`src/rtl/param_sync_fifo.sv`:
```
// param_sync_fifo: parametrised single-clock first-word-fall-through (FWFT) FIFO with valid/ready handshakes, an exact occupancy count and threshold flags.
// Optional feature macro FIFO_ERR_FLAGS_EN: adds the sticky overflow/underflow outputs.
module param_sync_fifo #(
  parameter int DATA_W   = 32,
  parameter int DEPTH    = 8,
  parameter int AW       = $clog2(DEPTH),
  parameter int AF_LEVEL = DEPTH - 2,
  parameter int AE_LEVEL = 2
) (
  input  logic              clk,
  input  logic              rst_n,
  input  logic              ce,
  input  logic              flush,
  input  logic              wr_valid,
  output logic              wr_ready,
  input  logic [DATA_W-1:0] wr_data,
  output logic              rd_valid,
  input  logic              rd_ready,
  output logic [DATA_W-1:0] rd_data,
  output logic [AW:0]       count,
  output logic              full,
  output logic              empty,
  output logic              almost_full,
`ifdef FIFO_ERR_FLAGS_EN
  output logic              almost_empty,
  output logic              overflow,
  output logic              underflow
`else
  output logic              almost_empty
`endif
);

  if (DEPTH < 2 || (DEPTH & (DEPTH - 1)) != 0 || AW != $clog2(DEPTH) ||
      !(AE_LEVEL < AF_LEVEL && AF_LEVEL <= DEPTH)) begin : g_bad_params
    $error("param_sync_fifo: illegal DEPTH/AW/AF_LEVEL/AE_LEVEL combination");
  end

  localparam logic [AW:0] AF_L = (AW+1)'(AF_LEVEL);
  localparam logic [AW:0] AE_L = (AW+1)'(AE_LEVEL);
  localparam logic [AW:0] FULL_L = (AW+1)'(DEPTH);

  logic [DATA_W-1:0] mem_q [DEPTH];
  logic [AW-1:0]     wr_ptr_q, wr_ptr_d, rd_ptr_q, rd_ptr_d;
  logic [AW:0]       count_q, count_d;
  logic              push, pop, flush_en;

  assign count        = count_q;
  assign full         = count_q == FULL_L;
  assign empty        = count_q == '0;
  assign almost_full  = count_q >= AF_L;
  assign almost_empty = count_q <= AE_L;
  assign wr_ready     = ce & ~full & rst_n;
  assign rd_valid     = ce & ~empty;
  assign rd_data      = rd_valid ? mem_q[rd_ptr_q] : '0;

  // Handshakes and next-state pointers/count; flush overrides any same-cycle transfer.
  always_comb begin
    flush_en = ce & flush;
    push     = wr_valid & wr_ready & ~flush;
    pop      = rd_valid & rd_ready & ~flush;
    wr_ptr_d = flush_en ? '0 : push ? wr_ptr_q + AW'(1) : wr_ptr_q;
    rd_ptr_d = flush_en ? '0 : pop ? rd_ptr_q + AW'(1) : rd_ptr_q;
    count_d  = flush_en ? '0 :
               (push & ~pop) ? count_q + (AW+1)'(1) :
               (pop & ~push) ? count_q - (AW+1)'(1) : count_q;
  end

  // Pointer and occupancy registers, cleared asynchronously.
  always_ff @(posedge clk or negedge rst_n) begin
    if (!rst_n) begin
      wr_ptr_q <= '0;
      rd_ptr_q <= '0;
      count_q  <= '0;
    end else begin
      wr_ptr_q <= wr_ptr_d;
      rd_ptr_q <= rd_ptr_d;
      count_q  <= count_d;
    end
  end

  // Storage is written only on an accepted push and is never reset.
  always_ff @(posedge clk) begin
    if (push) mem_q[wr_ptr_q] <= wr_data;
  end

`ifdef FIFO_ERR_FLAGS_EN
  logic overflow_q, overflow_d, underflow_q, underflow_d;

  assign overflow  = overflow_q;
  assign underflow = underflow_q;

  // Sticky error flags: set on a refused write/read request, cleared by flush.
  always_comb begin
    overflow_d  = flush_en ? 1'b0 : overflow_q | (ce & wr_valid & full);
    underflow_d = flush_en ? 1'b0 : underflow_q | (ce & rd_ready & empty);
  end

  // Error flag registers.
  always_ff @(posedge clk or negedge rst_n) begin
    if (!rst_n) begin
      overflow_q  <= 1'b0;
      underflow_q <= 1'b0;
    end else begin
      overflow_q  <= overflow_d;
      underflow_q <= underflow_d;
    end
  end
`endif

endmodule

```
`config.mk`:
```
export PLATFORM = sky130hd
export DESIGN_NAME = param_sync_fifo
export DESIGN_NICKNAME = d
export VERILOG_FILES = /design/src/rtl/param_sync_fifo.sv
export SDC_FILE = /design/constraint.sdc
export NUM_CORES = 1
export LEC_CHECK = 0
export BUFFER_PORTS_ARGS = -buffer_cell sky130_fd_sc_hd__buf_2
export CORE_MARGIN = 8
export CORE_UTILIZATION = 35
export CTS_BUF_LIST = sky130_fd_sc_hd__clkbuf_8
export DETAILED_ROUTE_END_ITERATION = 10
export PLACE_DENSITY = 0.63
export SLEW_MARGIN = 10
export SYNTH_ARGS = -nofsm -noshare
export SYNTH_HDL_FRONTEND = slang
export SYNTH_SLANG_ARGS = --single-unit
```
`constraint.sdc`:
```
create_clock -name clk -period 6.7 [get_ports clk]
set_input_delay 0.67 -clock clk [delete_from_list [all_inputs] [get_ports clk]]
set_output_delay 0.67 -clock clk [all_outputs]
set_load 0.05 [all_outputs]
```
=== After elaboration in Yosys (flattened, before gate mapping) ===
Memories as Yosys holds them, arrays and structs flattened.
Cells that the tools add are included.

* Bits in writable memories: 256
* Memories: 1
* Register bits: 10
* Word-level logic and storage cells: 40

{| class="wikitable"
|+ Memory list
! memory !! words !! width !! rd ports !! clocked after Yosys merged registers in !! write ports !! line !! RTL
|-
| mem_q || 8 || 32 || 1 || 0 || 1 || 42 || <nowiki>logic [DATA_W-1:0] mem_q [DEPTH];</nowiki>
|}

* Equal/unequal tests: 1
* Magnitude comparators: 2
* Add/sub/neg operators: 4
* Multiplexer cells: 10
* Bitwise gates (word level): 15
* Reduce and logical (&&, ||, !) cells: 4

{| class="wikitable"
|+ Operators by type and width
! cell !! count
|-
| 2-to-1 mux 32 bit || 1
|-
| 2-to-1 mux 3 bit || 4
|-
| 2-to-1 mux 4 bit || 3
|-
| bitwise AND 1 bit || 10
|-
| adder 3 x 1 -> 3 bit (second input constant) || 2
|-
| NOT 1 bit || 5
|-
| adder 4 x 1 -> 4 bit (second input constant) || 1
|-
| equality test 4 bit (second input constant) || 1
|-
| greater-or-equal comparator 4 x 3 -> 1 bit (second input constant) || 1
|-
| <= comparator 4 x 2 -> 1 bit (second input constant) || 1
|-
| zero test 4 bit || 1
|-
| nonzero test 2 bit || 2
|-
| subtractor 4 x 1 -> 4 bit (second input constant) || 1
|-
| nonzero test 3 bit || 1
|-
| 2-to-1 mux 1 bit || 2
|}

=== Logic depth before layout (Yosys ltp) ===
* Depth after elaboration: 11
* Mapped depth: 12
* Gate-level depth less buffers: 11

=== Worst setup path before layout ===
Ideal clock, no wire load.

* Kind: flip-flop to flip-flop
* From: reg count_q[0] (netlist: count[0])
* To: mem mem_q[0][0], enable pin
* Stages on the path, launching flop included: 5
* Path slack: 2.607 ns
* Arrival: 3.632 ns
* Required time: 6.239 ns
* Cells stage by stage: dfrtp_1 or4b_1 nand2b_1 or3_1 nor3_1

* Word-level cells in the longest chain between the ends: 8

{| class="wikitable"
|+ RTL lines
! element !! line !! RTL
|-
| start: declaration || 44 || <nowiki>logic [AW:0] count_q, count_d;</nowiki>
|-
| start signal: assignment || 77 || <nowiki>count_q <= count_d;</nowiki>
|-
| equality test 4 bit || 48 || <nowiki>assign full = count_q == FULL_L;</nowiki>
|-
| NOT 1 bit || 52 || <nowiki>assign wr_ready = ce & ~full & rst_n;</nowiki>
|-
| bitwise AND 1 bit (2 in a row) || 52 ||
|-
| bitwise AND 1 bit (2 in a row) || 59 || <nowiki>push = wr_valid & wr_ready & ~flush;</nowiki>
|-
| 2-to-1 mux 1 bit || 83 || <nowiki>if (push) mem_q[wr_ptr_q] <= wr_data;</nowiki>
|-
| 2-to-1 mux 1 bit (implied by the code) || 83 ||
|-
| end: declaration || 42 ||
|}

Every way passes these cells.

=== Final worst setup path ===
* From: reg rd_ptr_q[0]
* To: out rd_data[27]

* Word-level cells in the longest chain between the ends: 2

{| class="wikitable"
|+ RTL lines
! element !! line !! RTL
|-
| start: declaration || 43 || <nowiki>logic [AW-1:0] wr_ptr_q, wr_ptr_d, rd_ptr_q, rd_ptr_d;</nowiki>
|-
| start signal: assignment || 76 || <nowiki>rd_ptr_q <= rd_ptr_d;</nowiki>
|-
| memory (8 x 32 bit) || -- ||
|-
| 2-to-1 mux 32 bit || 54 || <nowiki>assign rd_data = rd_valid ? mem_q[rd_ptr_q] : '0;</nowiki>
|-
| end: declaration || 19 || <nowiki>output logic [DATA_W-1:0] rd_data,</nowiki>
|}

Every way passes these cells.

==> impl_metrics.env <==
export IMPL_rows=63
export IMPL_insertion_delay_ps=550
export IMPL_vias=5056
export IMPL_h_tree_depth=2
export IMPL_synth_warnings=0
export IMPL_grt_pass1_vias=5589
export IMPL_syn_inst=491
export IMPL_viasPerCell=4.928
export IMPL_dp_hpwl_um=12320
export IMPL_grt_setup_unrepaired="no"
export IMPL_grt_util_met2_pct=20.88
export IMPL_ir_worst_vdd_mv=0.1956
export IMPL_hold_class="input pin to flop"
export IMPL_worst_path_buf_inv=2
export IMPL_initial_utilization_pct=35.32
export IMPL_met3_usage_pct=2.976
export IMPL_period_share_pct=57.74
export IMPL_critPathArrivalTime_ps=3200
export IMPL_grt_max_degree=68
export IMPL_dieHeight_um=188.2
export IMPL_power_density_mw_per_mm2=372.9
export IMPL_place_ws_ps=3260
export IMPL_period_needed_ps=3869
export IMPL_cts_repair_resized=0
export IMPL_overflow=0
export IMPL_rr_endpoint="count[3]$_DFFE_PN0P_"
export IMPL_cp_slowest_stage_delay_ps=1010
export IMPL_crit_family="flip-flops"
export IMPL_fp_dieW_um=188.2
export IMPL_syn_avg_cell_area_um2=21.15
export IMPL_grt_pass1_wl_um=33000
export IMPL_io_pins=80
export IMPL_cts_hold_buf=1
export IMPL_layout_common_cells="edfxtp_1, buf_2, mux4_2"
export IMPL_grt_use_met1_pct=14.84
export IMPL_clock_fmax_mhz=258.5
export IMPL_drc=0
export IMPL_synthToLayoutAreaGrowth_pct=16.38
export IMPL_firstDrtPassIters=4
export IMPL_crit_fanout=44
export IMPL_p_leak_nw=3.977
export IMPL_drv_slew=0
export IMPL_fin_ws_ps=2831
export IMPL_cts_sinks=266
export IMPL_critPathRequiredTime_ps=6030
export IMPL_synth_nets=534
export IMPL_drtIter0Drc=307
export IMPL_clk_pin_slew_ps=60
export IMPL_cts_tree="yes"
export IMPL_layout_commonest_cell="edfxtp_1"
export IMPL_worstMarginPinSlew_ps=1013
export IMPL_synth_flop_cell="edfxtp_1"
export IMPL_yosysSeqAreaShare_pct=76.44
export IMPL_async_flop_share_pct=3.759
export IMPL_ys_ff_latch=266
export IMPL_grtUsageTotal_pct=12.16
export IMPL_fin_setup_tns_ps=0
export IMPL_wirelength_um=21720
export IMPL_relSlewSlack_pct=32.45
export IMPL_port_buffer_count=79
export IMPL_drive_gt1_share_pct=34.70
export IMPL_post_cts_repair_setup_buffers=0
export IMPL_synth_edf_count=256
export IMPL_num_nets_final=648
export IMPL_ant_nets=0
export IMPL_finalCoreUtilization_pct=41.10
export IMPL_crit_slowest_cell="dfrtp_4"
export IMPL_netlist_area_mm2=0.01038
export IMPL_status="completed"
export IMPL_end_kind="output pin"
export IMPL_root_buffer="clkbuf_8"
export IMPL_holdPathStages=1
export IMPL_synth_cell_types=32
export IMPL_routedWlPerCell_um=21.17
export IMPL_r2r_start="count[2]$_DFFE_PN0P_"
export IMPL_antenna_found_initial=4
export IMPL_core_area_mm2=0.02940
export IMPL_dieArea_mm2=0.03544
export IMPL_min_from="wr_data[28]"
export IMPL_min_to="mem_q[0][28]$_DFFE_PP_"
export IMPL_worstRegToRegCells=12
export IMPL_finalHoldViolCount=0
export IMPL_ff2ff_setup_slack_ps=3730
export IMPL_cts_buffers=44
export IMPL_crit_cells=5
export IMPL_cts_buffer_depth=3
export IMPL_critPathLaunchType="flop"
export IMPL_top_usage_layer="met2"
export IMPL_cap_violations=0
export IMPL_cp_cell_sequence="buf_4 -> mux4_2 -> mux2i_1 -> nor2_1 -> buf_2"
export IMPL_finalClockSkew_ps=23.45
export IMPL_whs_ps=387.3
export IMPL_finalSetupViolations=0
export IMPL_gp_congestion=0.6787
export IMPL_crit_type="flop to output pin"
## where the power goes
group | switching (mW) | internal [mW]
Clock | 0.606 | 0.616
Combinational | 0.753 | 0.504
Sequential | 0.175 | 1.85
## area by class of cell
class	instances	area, um^2
antenna	2	5.005
clock buffer	44	605.6
clock inverter	31	151.4
fill	2579	17320
inverter	8	32.53
multi-input combinational	194	2367
sequential	266	7946
tap	390	488.0
timing repair buffer	91	488.0
## synth_stat cells, types with 2 or more instances
cell,n,area [um^2]
xor2_1,3,26.28
nor2_1,41,153.9
mux2i_1,35,350.3
clkbuf_1,8,30.03
edfxtp_1,256,7687
o21ai_1,8,40.04
nand3_1,2,10.01
mux4_2,64,1441
o22ai_1,2,12.51
buf_1,6,22.52
a21o_1,3,22.52
nand2b_1,4,25.02
xnor2_1,3,26.28
buf_2,8,40.04
inv_1,6,22.52
dfrtp_1,10,250.2
nor3_1,2,10.01
ha_1,4,50.05
nand2_1,13,48.80
## kinds of logic after synthesis
logic type	after synthesis	synth area share [%]
DFF	266	76.44
buffers and inverters	31	1.313
AOI/OAI and AO/OA	18	1.084
muxes	99	17.26
adders and majority gates	5	0.6748
xor gates and xnor gates	6	0.5062
and+or+nand+nor	66	2.723
## per-stage QoR
| step | total power [mW] | instance area [um^2] | std cells |
|---|---|---|---|
| final | 4.506 | 12080 | 1026 |
| after global routing | 4.722 | 12080 | 1025 |
| after CTS | 4.585 | 12080 | 1024 |
| after detailed placement | 3.351 | 11310 | 948 |
| after global placement | 3.325 | 11310 | 948 |
| after floorplan | 3.029 | 10380 | 491 |
## routing by layer
| metal | vias to the layer above | share of wire, % | wire length, um |
|---|---|---|---|
| met3 | 46 | 5.5 | 1191 |
| met2 | 130 | 51 | 11110 |
| met1 | 2643 | 41 | 8931 |
| met4 | 4 | 2.2 | 468 |
| met5 | - | 0.10 | 22 |
| li1 | 2233 | - | - |
## state kept, by name, summed over array words and instances (netlist names)
signal,count
rd_ptr_q,3
count,4
wr_ptr_q,3
mem_q,256
## worst max path at each step
stage	slack, ps	start	endpoint
6_report	2830	rd_ptr_q[0]$_DFFE_PN0P_	rd_data[27]
4_1_cts	2680	rd_ptr_q[0]$_DFFE_PN0P_	rd_data[27]
5_1_grt	2540	rd_ptr_q[0]$_DFFE_PN0P_	rd_data[27]
3_3_place_gp	3280	rd_ptr_q[0]$_DFFE_PN0P_	rd_data[27]
3_5_place_dp	3260	rd_ptr_q[0]$_DFFE_PN0P_	rd_data[27]
2_1_floorplan	2610	count[0]$_DFFE_PN0P_	mem_q[0][0]$_DFFE_PP_
## worst register-to-register path, cell delays in order (launching register included)
cell and delay, ps:
dfrtp_1 460, nor4_2 350, nand2b_2 170, buf_4 420, inv_4 90, nand2_1 150
nand2_1 130, ha_1 290, a21o_1 170, a21oi_1 180, mux2i_1 230, xnor2_1 140
o21ai_1 70
Note: power is estimated with default switching activity, not from simulation.
